<file path="src/rtl/setter_display_tx_pkg.sv">
// setter_display_tx_pkg: shared FSM encoding and seven-segment patterns
package setter_display_tx_pkg;
   localparam int SEG_BITS = 8;
   typedef enum logic [1:0] {IDLE, SETUP, HIGH, LATCH} state_t;
   // {dp,g,f,e,d,c,b,a}, indexed by hex digit
   localparam logic [SEG_BITS-1:0] SEG_MAP [16] = '{
      8'h3F, 8'h06, 8'h5B, 8'h4F, 8'h66, 8'h6D, 8'h7D, 8'h07,
      8'h7F, 8'h6F, 8'h77, 8'h7C, 8'h39, 8'h5E, 8'h79, 8'h71
   };
endpackage

</file>
<file path="src/rtl/setter_display_tx_if.sv">
// setter_display_tx_if: setter value/strobe in, 595-chain serial lines and status out
interface setter_display_tx_if;
   logic [7:0] data;
   logic update;
   logic ser_clk;
   logic ser_data;
   logic ser_latch;
   logic busy;
   logic done;
   modport master (output data, update, input ser_clk, ser_data, ser_latch, busy, done);
   modport slave (input data, update, output ser_clk, ser_data, ser_latch, busy, done);
endinterface

</file>
<file path="src/rtl/setter_display_tx_hex_to_seg7.sv">
// hex_to_seg7: one hex nibble to a seven-segment pattern, optionally inverted
module hex_to_seg7
   import setter_display_tx_pkg::*;
#(
   parameter logic ACTIVE_LOW = 1'b0
) (
   input  logic [3:0]          nibble,
   output logic [SEG_BITS-1:0] seg
);
   assign seg = SEG_MAP[nibble] ^ {SEG_BITS{ACTIVE_LOW}};
endmodule

</file>
<file path="src/rtl/setter_display_tx.sv">
// setter_display_tx: shifts the two-digit segment frame into a 595 chain on each update edge
module setter_display_tx
   import setter_display_tx_pkg::*;
#(
   parameter int CLK_DIV        = 4,
   parameter int SEG_ACTIVE_LOW = 0
) (
   input logic clk,
   input logic reset,
   setter_display_tx_if.slave bus
);
   state_t state, state_nx;
   logic [7:0] cnt, cnt_nx;
   logic [3:0] idx, idx_nx;
   logic [15:0] frame, frame_nx, pend_frame, cap;
   logic pend, update_prev, rise, last, done_r, done_nx;
   hex_to_seg7 #(.ACTIVE_LOW(SEG_ACTIVE_LOW != 0)) u_hi (.nibble(bus.data[7:4]), .seg(cap[15:8]));
   hex_to_seg7 #(.ACTIVE_LOW(SEG_ACTIVE_LOW != 0)) u_lo (.nibble(bus.data[3:0]), .seg(cap[7:0]));
   assign rise = bus.update & ~update_prev;
   assign last = cnt == 8'(CLK_DIV - 1);
   always_comb begin
      state_nx = state;
      cnt_nx = last ? 8'd0 : cnt + 8'd1;
      idx_nx = idx;
      frame_nx = frame;
      done_nx = 1'b0;
      case (state)
         IDLE: begin
            cnt_nx = 8'd0;
            if (rise | pend) begin
               state_nx = SETUP;
               idx_nx = 4'd15;
               frame_nx = rise ? cap : pend_frame;
            end
         end
         SETUP: state_nx = last ? HIGH : SETUP;
         HIGH: if (last) begin
            state_nx = idx == 4'd0 ? LATCH : SETUP;
            idx_nx = idx == 4'd0 ? idx : idx - 4'd1;
         end
         LATCH: if (last) begin
            state_nx = IDLE;
            done_nx = 1'b1;
         end
         default: state_nx = IDLE;
      endcase
   end
   // Edges seen mid-frame park here; the newest capture wins and IDLE picks it up
   always_ff @(posedge clk) begin
      if (!reset) begin
         state <= IDLE;
         cnt <= 8'd0;
         idx <= 4'd0;
         frame <= 16'd0;
         pend <= 1'b0;
         pend_frame <= 16'd0;
         update_prev <= 1'b1;
         done_r <= 1'b0;
      end else begin
         state <= state_nx;
         cnt <= cnt_nx;
         idx <= idx_nx;
         frame <= frame_nx;
         pend <= state == IDLE ? 1'b0 : pend | rise;
         pend_frame <= (state != IDLE && rise) ? cap : pend_frame;
         update_prev <= bus.update;
         done_r <= done_nx;
      end
   end
   assign bus.ser_clk = state == HIGH;
   assign bus.ser_data = (state == SETUP || state == HIGH) & frame[idx];
   assign bus.ser_latch = state == LATCH;
   assign bus.busy = state != IDLE;
   assign bus.done = done_r;
endmodule
</file>
<file path="src/flat_wrapper.sv">
// flat-port wrapper written by rule: the top's interface ports become plain ports
module setter_display_tx_flat import setter_display_tx_pkg::*;
#(
   parameter int CLK_DIV        = 4,
   parameter int SEG_ACTIVE_LOW = 0
)
  (clk, reset, bus_data, bus_update, bus_ser_clk, bus_ser_data, bus_ser_latch, bus_busy, bus_done);
  setter_display_tx_if bus_i ();
  input logic clk;
  input logic reset;
  input wire logic [$bits(bus_i.data)-1:0] bus_data;
  input wire logic [$bits(bus_i.update)-1:0] bus_update;
  output wire logic [$bits(bus_i.ser_clk)-1:0] bus_ser_clk;
  output wire logic [$bits(bus_i.ser_data)-1:0] bus_ser_data;
  output wire logic [$bits(bus_i.ser_latch)-1:0] bus_ser_latch;
  output wire logic [$bits(bus_i.busy)-1:0] bus_busy;
  output wire logic [$bits(bus_i.done)-1:0] bus_done;
  assign bus_i.data = bus_data;
  assign bus_i.update = bus_update;
  assign bus_ser_clk = bus_i.ser_clk;
  assign bus_ser_data = bus_i.ser_data;
  assign bus_ser_latch = bus_i.ser_latch;
  assign bus_busy = bus_i.busy;
  assign bus_done = bus_i.done;
  setter_display_tx #(.CLK_DIV(CLK_DIV), .SEG_ACTIVE_LOW(SEG_ACTIVE_LOW)) u_core (.clk(clk), .reset(reset), .bus(bus_i));
endmodule
</file>
<file path="config.mk">
export PLATFORM = sky130hd
export DESIGN_NAME = setter_display_tx_flat
export DESIGN_NICKNAME = d
export VERILOG_FILES = /design/src/rtl/setter_display_tx_pkg.sv /design/src/rtl/setter_display_tx_if.sv /design/src/rtl/setter_display_tx_hex_to_seg7.sv /design/src/rtl/setter_display_tx.sv /design/src/flat_wrapper.sv
export SDC_FILE = /design/constraint.sdc
export NUM_CORES = 1
export LEC_CHECK = 0
export CORE_MARGIN = 2
export CORE_UTILIZATION = 25
export CTS_BUF_LIST = sky130_fd_sc_hd__clkbuf_4
export DETAILED_ROUTE_END_ITERATION = 12
export PLACE_DENSITY = 0.43
export SYNTH_ARGS = -nofsm -noshare
export SYNTH_HDL_FRONTEND = slang
export SYNTH_SLANG_ARGS = --single-unit
</file>
<file path="constraint.sdc">
create_clock -name clk -period 2.2 [get_ports clk]
set_clock_uncertainty 0.2 [all_clocks]
set_input_delay 0.66 -clock clk [delete_from_list [all_inputs] [get_ports clk]]
set_output_delay 0.66 -clock clk [all_outputs]
set_load 0.05 [all_outputs]
</file>
==> results of run 1 <==
==> cell type report <==
class,count,area [um^2]
clock inverter,1,3.75
sequential,45,905
tap,136,170
inverter,12,45.0
multi-input combinational,232,1720
clock buffer,6,45.0
timing repair buffer,57,533
fill,1127,6990
==> flip-flops by register name, indices dropped and copies added (netlist names) <==
register,cells
u_core.pend_frame,14
u_core.update_prev,1
u_core.state,2
u_core.pend,1
u_core.idx,4
u_core.cnt,8
u_core.bus.done,1
u_core.frame,14
==> critical path: stages (launching register included) <==
cell	delay, ns
sky130_fd_sc_hd__dfxtp_2	0.35
sky130_fd_sc_hd__mux4_2	0.33
sky130_fd_sc_hd__nor2b_1	0.05
sky130_fd_sc_hd__or4_4	0.52
sky130_fd_sc_hd__a21boi_4	0.18
sky130_fd_sc_hd__buf_12	0.15
==> cell families (layout without fill, tap and decap cells) <==
family | Yosys count | in the layout
DFF | 45 | 45
adders and majority gates | 22 | 22
AOI/OAI and AO/OA | 83 | 83
muxes | 13 | 13
and+or+nand+nor | 107 | 107
xor gates and xnor gates | 7 | 7
buffers and inverters | 32 | 76
==> repair_timing <==
item                                    4_1_cts  5_1_grt
pin swaps                                     1        1
buffers inserted                              0        3
hold buffers                                  0        0
endpoints found under the setup margin        4        7
gates resized for setup                       9        8
==> layer usage <==
metal / wire [um] / up-vias / GRT usage [%]
met5: 0 / - / 0
met4: 30 / 0 / 1.65
met3: 154 / 4 / 2.77
met2: 2810 / 22 / 18.6
met1: 3130 / 1038 / 14.9
li1: - / 1184 / -
==> synth_stat cells (5+ instances only) <==
| cell type | number | area share [%] |
|---|---|---|
| sky130_fd_sc_hd__and2_1 | 5 | 1.2 |
| sky130_fd_sc_hd__a21oi_1 | 16 | 3.0 |
| sky130_fd_sc_hd__nand3_1 | 6 | 1.1 |
| sky130_fd_sc_hd__buf_2 | 5 | 0.93 |
| sky130_fd_sc_hd__inv_1 | 12 | 1.7 |
| sky130_fd_sc_hd__nor2b_1 | 13 | 3.0 |
| sky130_fd_sc_hd__ha_1 | 22 | 10 |
| sky130_fd_sc_hd__a21boi_0 | 7 | 1.9 |
| sky130_fd_sc_hd__mux2i_1 | 6 | 2.2 |
| sky130_fd_sc_hd__nand2b_1 | 6 | 1.4 |
| sky130_fd_sc_hd__dfxtp_1 | 45 | 33 |
| sky130_fd_sc_hd__o211ai_1 | 5 | 1.4 |
| sky130_fd_sc_hd__o211a_1 | 6 | 2.2 |
| sky130_fd_sc_hd__nor2_1 | 19 | 2.6 |
| sky130_fd_sc_hd__o21ai_0 | 18 | 3.3 |
| sky130_fd_sc_hd__nand2_1 | 35 | 4.9 |
| sky130_fd_sc_hd__clkbuf_1 | 14 | 1.9 |
| sky130_fd_sc_hd__a31oi_1 | 8 | 1.9 |
==> where the power goes <==
| group | switching (uW) | internal (uW) |
|---|---|---|
| registers | 26.6 | 857 |
| clock network | 259 | 129 |
| logic | 235 | 232 |
==> worst max-delay path by stage <==
stage,startpoint,end,slack [ns],cells past startpoint
final,u_core.idx[0],bus_ser_data,-0.59,5
after CTS,u_core.idx[0],bus_ser_data,-0.63,5
after detailed placement,bus_data[5],u_core.frame[11],-0.40,7
after global routing,u_core.idx[0],bus_ser_data,-0.67,5
after floorplan,u_core.idx[0],bus_ser_data,-0.20,4
after global placement,bus_data[5],u_core.frame[11],-0.37,7
==> per-stage QoR <==
| stage | TNS, ns | std cells | setup WS [ns] |
|---|---|---|---|
| 2_1_floorplan | -0.198 | 309 | -0.198 |
| 5_1_grt | -0.690 | 489 | -0.671 |
| 3_3_place_gp | -7.07 | 479 | -0.374 |
| 4_1_cts | -0.630 | 486 | -0.630 |
| 3_5_place_dp | -7.59 | 479 | -0.399 |
| 6_report | -0.586 | 489 | -0.586 |
==> results.txt, run 1 <==
* GR Overflow Total: 0
* EDFF count, synth: 0
- WHS Endpoint: u_core.pend_frame[2]
- Synthesis instantiated 53 different standard cells from the library.
- The final critical path takes up 127% of the cycle.
* Kind of start point of the critical path: flip-flop
- The endpoint identified for the worst register-to-register timing path is u_core.idx[3].
- For this design the ratio of total power to cell area is 508 nW/um^2.
* Fraction of the mapped netlist area in simple logic gates: 21.3%
- Share of the synthesized netlist area taken by xor and xnor gates: 2.27%
- Half-perimeter wire length of the detailed placement result: 4.63 mm
- At the later pin of the worst-skew pair, clock insertion delay measures 0.35 ns.
- From synthesis to final layout, the design area changed by 26.8%.
* Failing checks: setup timing
- Starting density of the core: 25.9%
* Primary flip-flop cell chosen by synthesis mapping: sky130_fd_sc_hd__dfxtp_1
* Main combinational cell family by area after synthesis: compound AO/OA/AOI/OAI gates
* RSZ-0062 raised after global routing: true
* Total leakage power: 0.00137 uW
- The number of cells on the worst reg-to-reg path is 6.
- Clock transition at the registers of the reported paths: 0.14 ns
- Hold Crit Start: u_core.pend_frame[2]
* Setup ws final: -0.586 ns
- Buffers inserted during clock tree synthesis total 5.
- Row generation in the floorplan step produced 37 rows.
- The number of max-slew violations in the final report was 0.
- After technology mapping, the gate count stands at 309.
- The die covers 11700 um^2.
- Tightest Pin Transition: 0.394 ns
* Chip height: 108 um
- Reg2reg setup slack: 0.13 ns
- The routed design has 6.13 mm of wire.
- The cell sitting at the root of the clock tree is a sky130_fd_sc_hd__clkbuf_4.
- At the end of the flow, the number of nets in the layout was 386.
- For the worst setup path, the data arrival time is 1.93 ns.
* Area of the mapped netlist: 2700 um^2
- Using the TritonRoute via totals, the vias-per-cell ratio works out to 4.60.
- Setup Viol. Count Final: 1
* Clock period minus final worst setup slack: 2.79 ns
- Cells with a size suffix above 1 make up 24.4% of the layout.
* Outcome: complete, but fails checks
- The first global-routing pass estimated 10.4 mm of wire.
* Start-to-end type of the worst setup path: reg2out
- Entering global routing, the biggest net connects 27 pins.
* Number of H-tree levels: 2
- Power, Total: 1740 uW
* Total global-route track usage: 11.2%
- Beginning of the worst register-to-register path: u_core.state[1]
* Worst-case headroom to the max-slew limit: 73.0%
- Synthesized-area fraction occupied by adder cells: 10.2%
* Routability congestion estimate: 0.782
- In this run the remaining antenna-violating nets after routing total 0.
* Syn nets: 342
- Hold slack final: 0.274 ns
* Most used cells in the layout excluding fill and tap cells: sky130_fd_sc_hd__dfxtp_1, sky130_fd_sc_hd__buf_4, sky130_fd_sc_hd__nand2_1
- The library cell used most frequently in the layout, excluding fill and tap cells, is sky130_fd_sc_hd__dfxtp_1.
- In this run the mean area of a mapped cell was 8.74 um^2.
* Number of global-route vias before repair: 2224
- Critical path required time: 1.34 ns
* Synth async-reset ratio: 0%
* Port-buffer cells: 15
- After detailed routing, the number of remaining DRC violations is 0.
- The finished cells cover 3420 um^2.
* Share of the synthesized area in compound gates (AO/OA/AOI/OAI): 21.4%
* Antenna violations before repair: 0
* Vias post-DR: 2248
- Number of maximum-capacitance violations: 0
- During synthesis, Yosys emitted a total of 0 warnings.
* Antenna diode count: 0
- Measured along the x axis, the die boundary spans 108 um.
- The core region is 10400 um^2.
- The worst setup path is captured at a primary output.
* Pre-antenna DRT Iters: 4
- Total placed instance area: 3310 um^2
- WL per Instance: 12.5 um
* CTS sink count: 45
* CP max FO: 2
- Peak supply drop: 0.000201 V
- Achievable frequency: 0.359 GHz
* Sequential-to-total area share from yosys stat: 33.3%
* Hold Crit Class: reg2reg
* Violation count after the first detailed-routing iteration: 62
- Clock Tree Buf Depth: 2
- The count of endpoints failing hold in the final timing report was 0.
* WHS Path Cells: 2
- After synthesis the netlist holds a flip-flop and latch count of 45.
- Measured on the finished design, the core utilization comes to 32.9%.
- I/O pins: 16
- TritonCTS built the clock tree.
- Share of cell area taken by muxes after synthesis: 6.53%
Note: power is estimated with default switching activity, not from simulation.
==> inputs of run 2 (changes only) <==
- MAX_ROUTING_LAYER: default -> met4
==> run 2 against run 1 <==
Against the previous run: highest routed layer unchanged; maximum frequency barely moved; count of clock-buffer cells in the layout stayed put; the run still ends with setup timing left; design area increased by 0.18%; combinational power hardly changed; final cell count unchanged; largest cell class unchanged; sequential share of layout area about the same.
==> results.txt, run 2 (synthesis results as in run 1) <==
- Crit path largest cell delay: 0.52 ns (about the same)
- Hold-fix buffer count after cts: 0 (unchanged)
* Achievable frequency: 0.359 GHz (about the same)
* Kind of start point of the critical path: flip-flop
* Setup TNS after final layout: -0.586 ns (-0.0000290 ns)
* Hold Crit Class: reg2reg
* Total global-route track usage: 11.5% (+0.30 points)
* Clock tree from TritonCTS: built
- The largest registers in the layout are u_core.frame: 14 flops, u_core.pend_frame: 14 flops, u_core.cnt: 8 flops.
* Vias per cell: 4.57 (-0.53%)
- The run finished, with violations left.
* Power Dens Cells: 507 nW/um^2 (-0.22%)
- The die outline area is 11700 um^2 (unchanged).
* CP max stage cell: sky130_fd_sc_hd__or4_4
* Final nets: 386 (unchanged)
- RSZ-0062 raised after global routing: true
- Worst-skew pair later-pin latency: 0.35 ns (about the same)
- The height of the die came to 108 um (unchanged).
- The data arrival time at the worst-slack endpoint was 1.93 ns (about the same).
* Series of cell instances along the critical path: mux4_2, nor2b_1, or4_4, a21boi_4, buf_12
- Leaving out fill and tap cells, the most frequent cell in the layout is sky130_fd_sc_hd__dfxtp_1.
- The width of the die was 108 um (unchanged).
- The placed wire-length estimate after detailed placement came to 4.63 mm (unchanged).
- Worst-case headroom to the max-slew limit: 73.0% (unchanged)
* Area growth from synthesis to layout: 27.0%
- Clock period minus final worst setup slack: 2.79 ns (+0.0000290 ns)
* Register cell area after layout: 905 um^2 (unchanged)
- CP max FO: 2 (unchanged)
* Num rows: 37 (unchanged)
- The total leakage power was 0.00138 uW (+0.71%).
* WL per Instance: 12.5 um (about the same)
* Setup Viol. Count Final: 1 (unchanged)
- The checks that failed: setup timing.
* Critical path required time: 1.34 ns (about the same)
- The area of the multi-input gates came to 1730 um^2 (+0.22%).
- The aggregate global routing overflow was 0 (unchanged).
- The total of max-cap violations is 0 (unchanged).
- On the critical path the largest part of the delay comes from simple AND/OR/NAND/NOR gates.
- Kind of end point of the critical path: primary output
* Drt drc: 0 (unchanged)
* CTS sink count: 45 (unchanged)
- The post-route core utilization was 32.9% (+0.060 points).
* Placed Cells incl. Taps: 479 (unchanged)
* Hold slack final: 0.274 ns (-0.000349 ns)
- The critical path in this run is classified as reg2out.
- The number of clock buffers inserted by TritonCTS was 5 (unchanged).
* Tightest Pin Transition: 0.394 ns (unchanged)
- Pre-antenna DRT Iters: 4 (unchanged)
- Antenna diode count: 0 (unchanged)
- Share of layout cells above drive strength 1: 24.6% (+0.28 points)
- The maximum clock path buffer count came to 2 (unchanged).
* Clock tree root driver cell: sky130_fd_sc_hd__clkbuf_4
- The final critical-path setup slack is -0.586 ns (-0.0000290 ns).
- Slew Viols, Final: 0 (unchanged)
- Violation count after the first detailed-routing iteration: 64 (+3.2%)
- Remaining number of nets flagged by the antenna check after routing: 0 (unchanged)
* Largest net degree at the start of global routing: 27 (unchanged)
- Core area: 10400 um^2 (unchanged)
* Number of H-tree levels: 2 (unchanged)
- The number of global-route vias before repair came to 2220 (-0.18%).
- The total power draw was 1740 uW (about the same).
- The clock transition at the register clock pins on the worst setup and hold paths after CTS was 0.14 ns (about the same).
- The final cell count without fillers came to 489 (unchanged).
- The routability-driven placement congestion ratio is 0.793 (+1.4%).
* Portion of the clock cycle consumed by the worst path in the final layout: 127% (about the same)
- Antenna violations before repair: 0 (unchanged)
- The count of endpoints failing hold in the final timing report came to 0 (unchanged).
* Number of fillers in the final layout: 1124 (-0.27%)
- Peak supply drop: 0.000201 V (about the same)
- The post-detailed-routing wire length is 6.12 mm (about the same).
* Number of buffer and inverter instances along the worst setup path: 1 (unchanged)
* Starting density of the core: 25.9% (unchanged)
* Port-buffer cells: 15 (unchanged)
* Global-route wire length before repair: 10.4 mm (-0.19%)
* Vias post-DR: 2236 (-0.53%)
* Most used cells in the layout excluding fill and tap cells: sky130_fd_sc_hd__dfxtp_1, sky130_fd_sc_hd__buf_4, sky130_fd_sc_hd__nand2_1
* I/O pins: 16 (unchanged)
==> run 2: worst min-delay path: cells and delay by family (launching register included) <==
| kind | cells | cell delay, ns |
|---|---|---|
| and+or+nand+nor | 1 | 0.05 |
| DFF | 1 | 0.34 |
| AOI/OAI and AO/OA | 1 | 0.06 |
==> run 2: final timing paths <==
check	startpoint	to	slack, ns	cells after the start
min reg2reg	u_core.pend_frame[2]	u_core.pend_frame[2]	0.27	2
max	u_core.idx[0]	bus_ser_data	-0.59	5
max reg2reg	u_core.state[1]	u_core.idx[3]	0.13	6
min	u_core.pend_frame[2]	u_core.pend_frame[2]	0.27	2
==> run 2: per-layer routing <==
| layer | track usage [%] | wire [um] | part of all wire (%) | vias to the layer above |
|---|---|---|---|---|
| met3 | 2.77 | 140 | 2.3 | 4 |
| li1 | - | - | - | 1184 |
| met5 | - | 0 | 0 | - |
| met1 | 14.8 | 3140 | 51 | 1030 |
| met4 | 1.65 | 30 | 0.49 | 0 |
| met2 | 18.6 | 2810 | 46 | 18 |
==> run 2: cell type report <==
class,instances,share of cell area [%]
clock inverter,1,0.109
inverter,12,1.31
tap,136,4.96
sequential,45,26.4
multi-input combinational,232,50.3
timing repair buffer,57,15.6
clock buffer,6,1.31
==> run 2: timing repair <==
| action | CTS | global route |
|---|---|---|
| endpoints found under the hold margin | 0 | 0 |
| cloned | 0 | 0 |
| gates resized for setup | 9 | 10 |
| endpoints found under the setup margin | 4 | 8 |
| pin swaps | 1 | 1 |
| setup buffers | 0 | 3 |
==> run 2: per-stage QoR <==
| stage | setup WS (ns) | instance area (um^2) |
|---|---|---|
| global placement | -0.374 | 3310 |
| global route | -0.671 | 3430 |
| floorplan | -0.198 | 2720 |
| CTS | -0.630 | 3370 |
| detailed placement | -0.399 | 3310 |
| finish | -0.586 | 3430 |
==> run 2: power breakdown <==
part	switching [uW]	total, uW	internal (uW)
logic	235	467	232
clock network	258	387	129
registers	26.7	884	857
total	519	1740	1220
